## src/rtl/pipe_pkg.sv

```systemverilog
// Shared pipeline constants and types for the result-steering logic.
package pipe_pkg;

    localparam int unsigned XLEN = 64;

    typedef enum logic {
        DEST_A = 1'b0,
        DEST_B = 1'b1
    } dest_e;

endpackage

```

## src/rtl/demux_out_fifo.sv

```systemverilog
// DEPTH-entry synchronous FIFO with occupancy count, synchronous clear and
// asynchronous reset. Storage is zeroed on reset but not on clear.
module demux_out_fifo #(
    parameter int unsigned WIDTH = 64,
    parameter int unsigned DEPTH = 2
) (
    input  logic                       clk,
    input  logic                       rst_n,
    input  logic                       clr,
    input  logic                       push,
    input  logic [WIDTH-1:0]           wdata,
    input  logic                       pop,
    output logic [WIDTH-1:0]           rdata,
    output logic [$clog2(DEPTH+1)-1:0] cnt,
    output logic                       full,
    output logic                       empty
);
    localparam int unsigned PW = $clog2(DEPTH);
    localparam int unsigned CW = $clog2(DEPTH + 1);

    logic [WIDTH-1:0] mem_q [DEPTH];
    logic [PW-1:0]    wr_ptr_q, rd_ptr_q;
    logic [CW-1:0]    cnt_q;
    logic             do_push, do_pop;

    assign full    = (cnt_q == CW'(DEPTH));
    assign empty   = (cnt_q == '0);
    // Clear dominates, so a push or pop in the clear cycle leaves no trace.
    assign do_push = push && !full && !clr;
    assign do_pop  = pop && !empty && !clr;

    always_ff @(posedge clk or negedge rst_n) begin
        if (!rst_n) begin
            wr_ptr_q <= '0;
            rd_ptr_q <= '0;
            cnt_q    <= '0;
        end else if (clr) begin
            wr_ptr_q <= '0;
            rd_ptr_q <= '0;
            cnt_q    <= '0;
        end else begin
            if (do_push) wr_ptr_q <= wr_ptr_q + PW'(1);
            if (do_pop)  rd_ptr_q <= rd_ptr_q + PW'(1);
            unique case ({do_push, do_pop})
                2'b10:   cnt_q <= cnt_q + CW'(1);
                2'b01:   cnt_q <= cnt_q - CW'(1);
                default: cnt_q <= cnt_q;
            endcase
        end
    end

    always_ff @(posedge clk or negedge rst_n) begin
        if (!rst_n) begin
            for (int unsigned i = 0; i < DEPTH; i++) mem_q[i] <= '0;
        end else if (do_push) begin
            mem_q[wr_ptr_q] <= wdata;
        end
    end

    assign rdata = mem_q[rd_ptr_q];
    assign cnt   = cnt_q;

endmodule

```

## src/rtl/demux_1x2_buf.sv

```systemverilog
// 1-to-2 result steering with a small FIFO on each output; a stalled
// consumer only blocks beats headed for its own FIFO.
module demux_1x2_buf
    import pipe_pkg::*;
#(
    parameter int unsigned WIDTH = XLEN,
    parameter int unsigned DEPTH = 2
) (
    input  logic                       clk,
    input  logic                       rst_n,
    input  logic                       flush,
    input  logic                       in_valid,
    output logic                       in_ready,
    input  logic                       in_sel,
    input  logic [WIDTH-1:0]           in_data,
    output logic                       out_a_valid,
    input  logic                       out_a_ready,
    output logic [WIDTH-1:0]           out_a_data,
    output logic                       out_b_valid,
    input  logic                       out_b_ready,
    output logic [WIDTH-1:0]           out_b_data,
    output logic [$clog2(DEPTH+1)-1:0] cnt_a,
    output logic [$clog2(DEPTH+1)-1:0] cnt_b
);
    dest_e dest;
    logic  full_a, full_b, empty_a, empty_b;
    logic  accept;

    assign dest     = dest_e'(in_sel);
    // Only registered fullness feeds in_ready; no path from the output readies.
    assign in_ready = !flush && !((dest == DEST_B) ? full_b : full_a);
    assign accept   = in_valid && in_ready;

    assign out_a_valid = !empty_a;
    assign out_b_valid = !empty_b;

    demux_out_fifo #(
        .WIDTH (WIDTH),
        .DEPTH (DEPTH)
    ) u_fifo_a (
        .clk   (clk),
        .rst_n (rst_n),
        .clr   (flush),
        .push  (accept && (dest == DEST_A)),
        .wdata (in_data),
        .pop   (out_a_ready),
        .rdata (out_a_data),
        .cnt   (cnt_a),
        .full  (full_a),
        .empty (empty_a)
    );

    demux_out_fifo #(
        .WIDTH (WIDTH),
        .DEPTH (DEPTH)
    ) u_fifo_b (
        .clk   (clk),
        .rst_n (rst_n),
        .clr   (flush),
        .push  (accept && (dest == DEST_B)),
        .wdata (in_data),
        .pop   (out_b_ready),
        .rdata (out_b_data),
        .cnt   (cnt_b),
        .full  (full_b),
        .empty (empty_b)
    );

`ifndef SYNTHESIS
    // A refused beat may be withdrawn, but if still offered it must not change.
    hold_stable: assert property (@(posedge clk) disable iff (!rst_n)
        in_valid && !in_ready && !flush |=>
            !in_valid || ($stable(in_data) && $stable(in_sel)));
`endif

endmodule

```

## config.mk

```make
export PLATFORM = sky130hd
export DESIGN_NAME = demux_1x2_buf
export DESIGN_NICKNAME = d
export VERILOG_FILES = /design/src/rtl/pipe_pkg.sv /design/src/rtl/demux_out_fifo.sv /design/src/rtl/demux_1x2_buf.sv
export SDC_FILE = /design/constraint.sdc
export NUM_CORES = 1
export LEC_CHECK = 0
export ABC_AREA = 1
export CORE_MARGIN = 2
export CORE_UTILIZATION = 35
export DETAILED_ROUTE_END_ITERATION = 10
export PLACE_DENSITY_LB_ADDON = 0.25
export SLEW_MARGIN = 20
export SYNTH_ARGS = -nofsm -noshare
export SYNTH_HDL_FRONTEND = slang
export SYNTH_HIERARCHICAL = 1
export SYNTH_SLANG_ARGS = --single-unit
```

## constraint.sdc

```tcl
create_clock -name clk -period 2 [get_ports clk]
set_input_delay 0.3 -clock clk [delete_from_list [all_inputs] [get_ports clk]]
set_output_delay 0.3 -clock clk [all_outputs]
set_load 0.02 [all_outputs]
```

# After elaboration in Yosys (flattened, before gate mapping)

Cells that the tools add are included.
Widths: inputs -> output; s select.

Reductions and logical operators: 28
Shifts and indexed selects: 0
Add/sub/neg operators: 8
Bitwise gates (word level): 5
Div/mod/pow operators: 0
Multiplexer cells: 25
$mul: 0
Eq/ne operators: 6
Magnitude comparators: 6

Operators with widths:

| operator            | number |
|---|---|
| $mux 64             | 8 |
| $bwmux 128          | 2 |
| $demux 64 s1        | 2 |
| $logic_and 1x1->1   | 14 |
| $mux 1              | 9 |
| $eq 2x2->1 const B  | 4 |
| $ge 2x2->1 const B  | 4 |
| $not 1->2           | 4 |
| $pmux 2 s2          | 2 |
| $reduce_bool 2->1   | 4 |
| $logic_not 1->1     | 6 |
| $reduce_bool 3->1   | 2 |
| $add 1x1->1 const B | 4 |
| $add 2x1->2 const B | 2 |
| $eq 2x1->1 const B  | 2 |
| $logic_not 2->1     | 2 |
| $lt 2x1->1 const B  | 2 |
| $mux 2              | 2 |
| $sub 2x1->2 const B | 2 |
| $not 1->1           | 1 |

Memory bits (writable): 0
Output and inout bits: 135
Word-level logic and storage cells: 88
Bits in latches: 0
Memories kept: 0
Memory bits (read-only): 0
Register bits after elaboration: 264

# Depth between registers and ports, before layout

Gate-level depths: netlist of run 1.

Depth after elaboration: 11
Gate-level depth with buffers: 13
Gate-level depth less buffers: 13

# By module

Netlist of run 1, hierarchy kept.

By module, submodules not included:

| module         | times used | seq. area each (um^2) | cells each | area each (um^2) |
|---|---|---|---|---|
| demux_out_fifo | 2          | 3303.2                | 724        | 6372.4 |
| demux_1x2_buf  | 1          | 0.0                   | 11         | 52.6 |

# Worst setup path before layout of run 1

Ideal clock, no wire load.

Path kind: flip-flop to flip-flop
Start point: register u_fifo_b.cnt_q[0], in the netlist u_fifo_b/cnt[0]
End point: register u_fifo_a/mem_q[80] (netlist bit)
Setup slack: 0.230 ns
Cell stages (with the launch flop): 14
Library setup time: 0.118 ns
Clock period less this slack: 1.770 ns
Data arrival time: 1.652 ns
Cells stage by stage: dfrtp_1 inv_2 nand2_2 inv_1 nand2_1 nand4_2 nor2_1 nand2_4 inv_4 nand3_4 buf_4 buf_6 nand2_1 o21ai_2

Longest elaborated chain between the ends: 8

RTL lines:

| item                            | RTL line             | text |
|---|---|---|
| start: declaration              | demux_out_fifo.sv:23 | `logic [CW-1:0] cnt_q;` |
| start signal: assignment        | demux_out_fifo.sv:45 | `2'b10: cnt_q <= cnt_q + CW'(1);` |
| start signal: assignment        | demux_out_fifo.sv:46 | `2'b01: cnt_q <= cnt_q - CW'(1);` |
| start signal: assignment        | demux_out_fifo.sv:47 | `default: cnt_q <= cnt_q;` |
| $eq 2x2->1                      | demux_out_fifo.sv:26 | `assign full = (cnt_q == CW'(DEPTH));` |
| named net full_b                | demux_1x2_buf.sv:26  | `logic full_a, full_b, empty_a, empty_b;` |
| $mux 1                          | demux_1x2_buf.sv:31  | `assign in_ready = !flush && !((dest == DEST_B) ? full_b : full_a);` |
| $logic_not 1->1                 | demux_1x2_buf.sv:31  |  |
| $logic_and 1x1->1               | demux_1x2_buf.sv:31  |  |
| $logic_and 1x1->1               | demux_1x2_buf.sv:32  | `assign accept = in_valid && in_ready;` |
| $logic_and 1x1->1               | demux_1x2_buf.sv:44  | `.push (accept && (dest == DEST_A)),` |
| $logic_and 1x1->1 (2 in series) | demux_out_fifo.sv:29 | `assign do_push = push && !full && !clr;` |
| end signal: indexed assignment  | demux_out_fifo.sv:56 | `mem_q[wr_ptr_q] <= wdata;` |
| end: declaration                | demux_out_fifo.sv:21 | `logic [WIDTH-1:0] mem_q [DEPTH];` |

The timed path passes the listed nets, and every way through them passes these cells.
A chain may end at the register's enable or synchronous reset.

# Final worst setup path of run 1

Start point: register u_fifo_b.rd_ptr_q
End point: output port out_b_data[59]

Longest elaborated chain between the ends: 4

RTL lines:

| item                                        | RTL line             | text |
|---|---|---|
| start: declaration                          | demux_out_fifo.sv:22 | `logic [PW-1:0] wr_ptr_q, rd_ptr_q;` |
| start signal: assignment                    | demux_out_fifo.sv:43 | `if (do_pop) rd_ptr_q <= rd_ptr_q + PW'(1);` |
| $not 1->2 (not written as such)             | demux_out_fifo.sv:60 | `assign rdata = mem_q[rd_ptr_q];` |
| $mux 64 (not written as such) (3 in series) | demux_out_fifo.sv:60 |  |
| end: declaration                            | demux_1x2_buf.sv:21  | `output logic [WIDTH-1:0] out_b_data,` |

No other way between the ends. The select of a mux whose other input is x is not followed.

==> results.toml, run 1 <==
[outcome]
status = "finished, final reports clean"

[cts]
clock_sinks = 264
clk_transition_reported_paths_ns = 0.06
h-tree-depth = 1
clockRootBuffer = "sky130_fd_sc_hd__clkbuf_16"
tritoncts_clock_tree = "yes"
cts_inserted_buffers = 30
insertion_delay_ns = 0.55
cts.path.max_buffers = 3

[die]
dieArea_um2 = 38100
io-pin-count = 206
fp.dieW_um = 195
core-area_um2 = 36300
number_of_placement_rows = 70
start_util_pct = 35.2
die-height_um = 195

[power_and_ir_drop]
power_density_nw_per_um2 = 1510
vdd.ir_drop.worst_uv = 909
p_leak_nw = 8.80

[synthesis]
synth_enable_flop_cells = 0
yosys_register_bits = 264
mappedNetlistNets = 1530
synth_seq_area_share_pct = 51.6
share_of_async_settable_or_async_resettable_flops_after_synthesis_pct = 100
synth_top_flop_cell = "sky130_fd_sc_hd__dfrtp_1"
ys_warn_count = 6
yosys.cell_types.count = 23
synth.cell_area_um2 = 12800
syn-mean-instance-area_um2 = 8.77
syn_inst = 1459

[sta]
tightest_slew_ns = 0.421
hold_ws_ns = 0.246
relSlewSlack_pct = 71.9
finalMaxSlewViolations = 0
final_min_period_over_clock_period_pct = 99.7
fin_tns_setup_ns = 0
fmax_mhz = 501
rsz0062_at_grt = "true"
finalCriticalPeriod_ns = 1.99
skew_final_ns = 0.00566
report.final.setup_viol = 0
finalHoldViolations = 0

[global_route]
number_of_global_route_vias_before_repair = 9387
grt_start_max_net_pins = 69
total_routing_usage_gr_pct = 17.5
global_route_wire_length_before_repair_um = 53200
antenna_found_initial = 0
grt.overflow.total = 0

[route]
drtIter0Drc = 585
finalWirelength_um = 34800
wl_per_cell_um = 16.1
drt-pass1-iter-count = 5
drc = 0
drtAntennaViolNets = 0
route.detailed.vias_per_inst = 4.56
dr_total_vias = 9832

[worst_setup_path]
crit_path_end_kind = "output pin"
critical_path.max_fanout = 8
cp.required_ns = 1.70
worst-endpoint-arrival_ns = 1.69
worstSetupPathType = "flip-flop to output pin"
worst_setup_path_start_kind = "flip-flop"

[final_layout]
antenna-diode-count = 0
num-nets-final = 1738
area_growth_pct = 32.4
drive_above_1_share_pct = 34.3

[placed_design]
final_replace_weighted_congestion = 0.781
port-buffer-count = 205
dp_hpwl_um = 20300

[job]
maxCapViolations = 0

[hold_path]
min-delay-path-class = "input port to async pin"
-- critical path, cell delays in order (launching register included) --
cell	delay (ns)
sky130_fd_sc_hd__dfrtp_2	0.44
sky130_fd_sc_hd__clkinv_4	0.12
sky130_fd_sc_hd__buf_12	0.16
sky130_fd_sc_hd__buf_16	0.15
sky130_fd_sc_hd__nand2_2	0.08
sky130_fd_sc_hd__nand2_4	0.06
sky130_fd_sc_hd__buf_6	0.13
-- metrics by stage --
step	total power, mW	worst slack (ns)	std cells	utilization (%)	instance area, um2
after detailed placement	18.8	-0.0514	2078	41.7	15200
after CTS	24.8	-0.0975	2149	45.1	16400
final	25.6	0.00560	2157	46.6	16900
after global routing	27.2	-0.0600	2157	46.6	16900
after floorplan	14.2	0.230	1459	-	12800
after global placement	18.6	-0.0539	2078	41.7	15200
-- placed cells by master, fill, tap and decap left out, types with 3 or more instances in the layout --
master / instances
sky130_fd_sc_hd__buf_12: 22
sky130_fd_sc_hd__buf_16: 7
sky130_fd_sc_hd__buf_2: 45
sky130_fd_sc_hd__buf_4: 30
sky130_fd_sc_hd__buf_6: 70
sky130_fd_sc_hd__bufinv_16: 3
sky130_fd_sc_hd__clkbuf_1: 9
sky130_fd_sc_hd__clkbuf_16: 38
sky130_fd_sc_hd__clkbuf_8: 8
sky130_fd_sc_hd__clkdlybuf4s50_1: 71
sky130_fd_sc_hd__clkinv_2: 3
sky130_fd_sc_hd__dfrtp_1: 260
sky130_fd_sc_hd__dfrtp_2: 4
sky130_fd_sc_hd__inv_1: 146
sky130_fd_sc_hd__nand2_1: 577
sky130_fd_sc_hd__nand2_2: 68
sky130_fd_sc_hd__nand2_4: 30
sky130_fd_sc_hd__nand3_1: 4
sky130_fd_sc_hd__nand3_4: 4
sky130_fd_sc_hd__nor2_1: 7
sky130_fd_sc_hd__nor3_1: 4
sky130_fd_sc_hd__o21ai_0: 10
sky130_fd_sc_hd__o21ai_1: 12
sky130_fd_sc_hd__o21ai_2: 236
-- timing repair --
action	4_1_cts	5_1_grt
resized for setup	681	152
setup endpoints to repair	131	117
hold endpoints to repair	36	0
hold buffers	1	0
gates cloned	9	8
buffers inserted	7	3
pin swaps	12	16
-- routing by layer --
| layer | wire [um] | track usage (%) | vias up |
|---|---|---|---|
| met5 | 0 | 0 | - |
| met4 | 514 | 3.17 | 0 |
| met3 | 1670 | 2.82 | 32 |
| met2 | 16500 | 28.5 | 210 |
| met1 | 16200 | 24.9 | 4676 |
| li1 | - | - | 4914 |
-- cell usage after synthesis, types with 4 or more instances --
| master | n | area share, % |
|---|---|---|
| sky130_fd_sc_hd__o21ai_2 | 236 | 16 |
| sky130_fd_sc_hd__clkbuf_1 | 6 | 0.18 |
| sky130_fd_sc_hd__nor2_1 | 9 | 0.26 |
| sky130_fd_sc_hd__o21ai_1 | 12 | 0.47 |
| sky130_fd_sc_hd__buf_6 | 52 | 4.6 |
| sky130_fd_sc_hd__dfrtp_1 | 264 | 52 |
| sky130_fd_sc_hd__nor3_1 | 4 | 0.16 |
| sky130_fd_sc_hd__buf_2 | 4 | 0.16 |
| sky130_fd_sc_hd__buf_1 | 20 | 0.59 |
| sky130_fd_sc_hd__inv_1 | 148 | 4.3 |
| sky130_fd_sc_hd__nand3_1 | 4 | 0.16 |
| sky130_fd_sc_hd__o21ai_0 | 10 | 0.39 |
| sky130_fd_sc_hd__nand2_1 | 670 | 20 |
-- registers in the layout (all words and copies together) (netlist names) --
register           cells
u_fifo_b/cnt           2
u_fifo_a/rd_ptr_q      1
u_fifo_a/cnt           2
u_fifo_a/mem_q       128
u_fifo_a/wr_ptr_q      1
u_fifo_b/wr_ptr_q      1
u_fifo_b/mem_q       128
u_fifo_b/rd_ptr_q      1
-- layout make-up --
| class | instances | area, um2 |
|---|---|---|
| clock buffers | 48 | 920 |
| well taps | 468 | 586 |
| fillers | 3476 | 19400 |
| multi-input cells | 959 | 5290 |
| inverters | 152 | 593 |
| flip-flops and latches | 264 | 6610 |
| clock inverters | 6 | 105 |
| repair buffers | 260 | 2840 |
-- worst paths after layout --
kind,start,end,slack (ns),depth (start not counted)
max,u_fifo_b/rd_ptr_q$_DFFE_PN0P_,out_b_data[59],0.006,6
max in group asynchronous,rst_n,u_fifo_a/mem_q[47]$_DFFE_PN0P_,1.02,3
min reg2reg,u_fifo_b/mem_q[28]$_DFFE_PN0P_,u_fifo_b/mem_q[28]$_DFFE_PN0P_,0.48,2
max reg2reg,u_fifo_b/cnt[0]$_DFFE_PN0P_,u_fifo_a/mem_q[41]$_DFFE_PN0P_,0.16,12
min in group clk,in_data[37],u_fifo_a/mem_q[37]$_DFFE_PN0P_,0.38,3
min,rst_n,u_fifo_a/mem_q[51]$_DFFE_PN0P_,0.25,2
-- power by group --
part	switching [mW]	total [mW]	leakage [nW]	internal, mW
registers	1.14	8.37	3.44	7.24
clock network	2.14	5.64	0.504	3.50
logic	6.57	11.6	4.86	5.00
total	9.84	25.6	8.80	15.7
-- logic make-up after synthesis --
family,after synthesis,synth area share (%)
buf+inv,236,10.1
flops,264,51.6
simple gates,699,21.2
compound gates,260,17.1
(Power assumes the default switching activity.)
==> inputs of run 2 (changes only) <==
--- a/config.mk
+++ b/config.mk
@@ -10,6 +10,7 @@
 export CORE_UTILIZATION = 35
 export DETAILED_ROUTE_END_ITERATION = 10
 export PLACE_DENSITY_LB_ADDON = 0.25
+export SETUP_SLACK_MARGIN = 0.2
 export SLEW_MARGIN = 20
 export SYNTH_ARGS = -nofsm -noshare
 export SYNTH_HDL_FRONTEND = slang
==> constraint.sdc (replaced) <==
create_clock -name clk -period 2.35 [get_ports clk]
set_input_delay 0.3525 -clock clk [delete_from_list [all_inputs] [get_ports clk]]
set_output_delay 0.3525 -clock clk [all_outputs]
set_load 0.02 [all_outputs]
==> run 2 against run 1 <==
  * Sequential share of layout area rose by 1.5 points
  * Global-route usage about the same
  * First-iteration DRC count decreased by 13%
  * Critical path depth shrank 1
  * Wire length shrank 4.2%
  * Die area stayed put
  * Critical path type unchanged
  * Critical endpoint is now out_a_data[58]
  * Largest cell class unchanged
==> results.toml, run 2 (same netlist as run 1, synthesis figures left out) <==
[outcome]
status = "finished, final reports clean"

[route]
dr_total_vias = 9740
drtIter0Drc = 511
finalWirelength_um = 33300
drc = 0
drtAntennaViolNets = 0
wl_per_cell_um = 15.5
route.detailed.vias_per_inst = 4.54
drt-pass1-iter-count = 7

[die]
core-area_um2 = 36300
start_util_pct = 35.2
io-pin-count = 206
number_of_placement_rows = 70
dieArea_um2 = 38100
die-height_um = 195
fp.dieW_um = 195

[final_layout]
antenna-diode-count = 0
mostFrequentLayoutCell = "sky130_fd_sc_hd__nand2_1"
ff_latch_area_um2 = 6610
top_regs = "u_fifo_a/mem_q: 128 flops, u_fifo_b/mem_q: 128 flops"
n_fill_cell = 3567
area_of_combinational_cells_with_multiple_inputs_um2 = 4960
drive_above_1_share_pct = 29.4
layout.cells.most_common_list = "653 x sky130_fd_sc_hd__nand2_1, 261 x sky130_fd_sc_hd__dfrtp_1, 236 x sky130_fd_sc_hd__o21ai_2, 146 x sky130_fd_sc_hd__inv_1, 73 x sky130_fd_sc_hd__clkdlybuf4s50_1"
area_growth_pct = 27.4
num-nets-final = 1728

[global_route]
grt_start_max_net_pins = 73
antenna_found_initial = 1
grt.overflow.total = 0
total_routing_usage_gr_pct = 17.5
global_route_wire_length_before_repair_um = 53400
number_of_global_route_vias_before_repair = 9514

[worst_setup_path]
worst_setup_path_start_kind = "flip-flop"
cp.required_ns = 2.00
worst-endpoint-arrival_ns = 1.78
cpLargestDelayFamily = "buffers and inverters"
path_cells = "inv_6 > buf_12 > nand2_1 > nand2_1 > clkdlybuf4s15_2"
crit_path_end_kind = "output pin"
crit_path_frequent_cell = "sky130_fd_sc_hd__nand2_1"
critPathSlowestCell = "sky130_fd_sc_hd__dfrtp_2"
worstSetupPathType = "flip-flop to output pin"
timing.critical_path.buf_inv = 3
critical-path-max-stage-delay_ns = 0.47
critical_path.max_fanout = 20

[sta]
rsz0062_at_grt = "true"
fmax_mhz = 469
skew_final_ns = 0.0102
report.final.setup_viol = 0
tightest_slew_ns = 0.457
finalMaxSlewViolations = 0
hold_ws_ns = 0.305
fin_tns_setup_ns = 0
finalCriticalPeriod_ns = 2.13
final_min_period_over_clock_period_pct = 90.8
relSlewSlack_pct = 69.6
finalHoldViolations = 0

[power_and_ir_drop]
vdd.ir_drop.worst_uv = 727
power_density_nw_per_um2 = 1240
p_leak_nw = 8.53

[cts]
clk_transition_reported_paths_ns = 0.06
cts.path.max_buffers = 3
cts_inserted_buffers = 30
clock_sinks = 264
insertion_delay_ns = 0.55
clockRootBuffer = "sky130_fd_sc_hd__clkbuf_16"
h-tree-depth = 1
tritoncts_clock_tree = "yes"

[placed_design]
dp_hpwl_um = 20400
port-buffer-count = 205
final_replace_weighted_congestion = 0.749

[job]
maxCapViolations = 0

[hold_path]
min-delay-path-class = "input port to async pin"
run 2: changes by cell type in the layout (fill, tap and decap cells not counted), sizes merged:
cell and change:
buf -69, clkdlybuf4s15 +45, clkbuf +14, bufinv -3
inv +3, clkdlybuf4s50 +2, dlygate4sd2 -2, clkdlybuf4s18 +1
clkinv -1
run 2: where the power goes:
part | leakage [nW] | switching, mW | internal (mW)
Clock | 0.484 | 1.84 | 2.71
Combinational | 4.60 | 5.14 | 3.57
Sequential | 3.44 | 0.870 | 6.15
Total | 8.53 | 7.86 | 12.4
run 2: repair_timing:
item                                   4_1_cts  5_1_grt
endpoints found under the hold margin       46        0
pin swaps                                    0        2
cloned                                       6        2
hold buffers                                 1        0
resized for setup                          405      125
setup buffers                                7        3
setup endpoints to repair                  131      119
run 2: area by class of cell:
type	instances	area share, %
clock buffers	49	5.79
clock inverters	5	0.177
inverters	152	3.61
multi-input cells	959	30.4
flip-flops and latches	264	40.6
well taps	468	3.59
repair buffers	250	15.9
run 2: worst reg2reg max path: cells and delay by family, from the launching register on:
family / cells / cell delay, ns
buf+inv: 4 / 0.45
compound gates: 1 / 0.05
flops: 1 / 0.42
simple gates: 7 / 0.91
run 2: through the flow:
stage	cell area (um2)	cells	power, mW	utilization, %	setup WS, ns
2_1_floorplan	12800	1459	12.1	-	0.580
3_3_place_gp	15100	2074	15.9	41.6	0.158
3_5_place_dp	15100	2074	16.0	41.6	0.147
4_1_cts	16300	2142	20.4	44.8	0.0543
5_1_grt	16300	2147	21.7	44.8	0.117
6_report	16300	2147	20.3	44.8	0.216
run 2: per-layer routing:
metal  global-route usage [%]  routed length [um]
met1                     24.5               15500
met5                        0                  13
met2                     29.0               15600
met3                     2.80                1730
met4                     3.36                 512
run 2: path summary, 6_finish.rpt:
path                                                        end  cells after the start                           start  slack, ns
max in group asynchronous         u_fifo_b/rd_ptr_q$_DFFE_PN0P_                      3                           rst_n       1.29
worst max-delay path                             out_a_data[58]                      5   u_fifo_a/rd_ptr_q$_DFFE_PN0P_       0.22
min in group clk                 u_fifo_a/mem_q[31]$_DFFE_PN0P_                      3                     in_data[31]       0.41
worst min-delay path            u_fifo_a/mem_q[115]$_DFFE_PN0P_                      2                           rst_n       0.30
worst min register to register   u_fifo_b/mem_q[84]$_DFFE_PN0P_                      2  u_fifo_b/mem_q[84]$_DFFE_PN0P_       0.48
worst max register to register   u_fifo_b/mem_q[44]$_DFFE_PN0P_                     12     u_fifo_b/cnt[0]$_DFFE_PN0P_       0.40
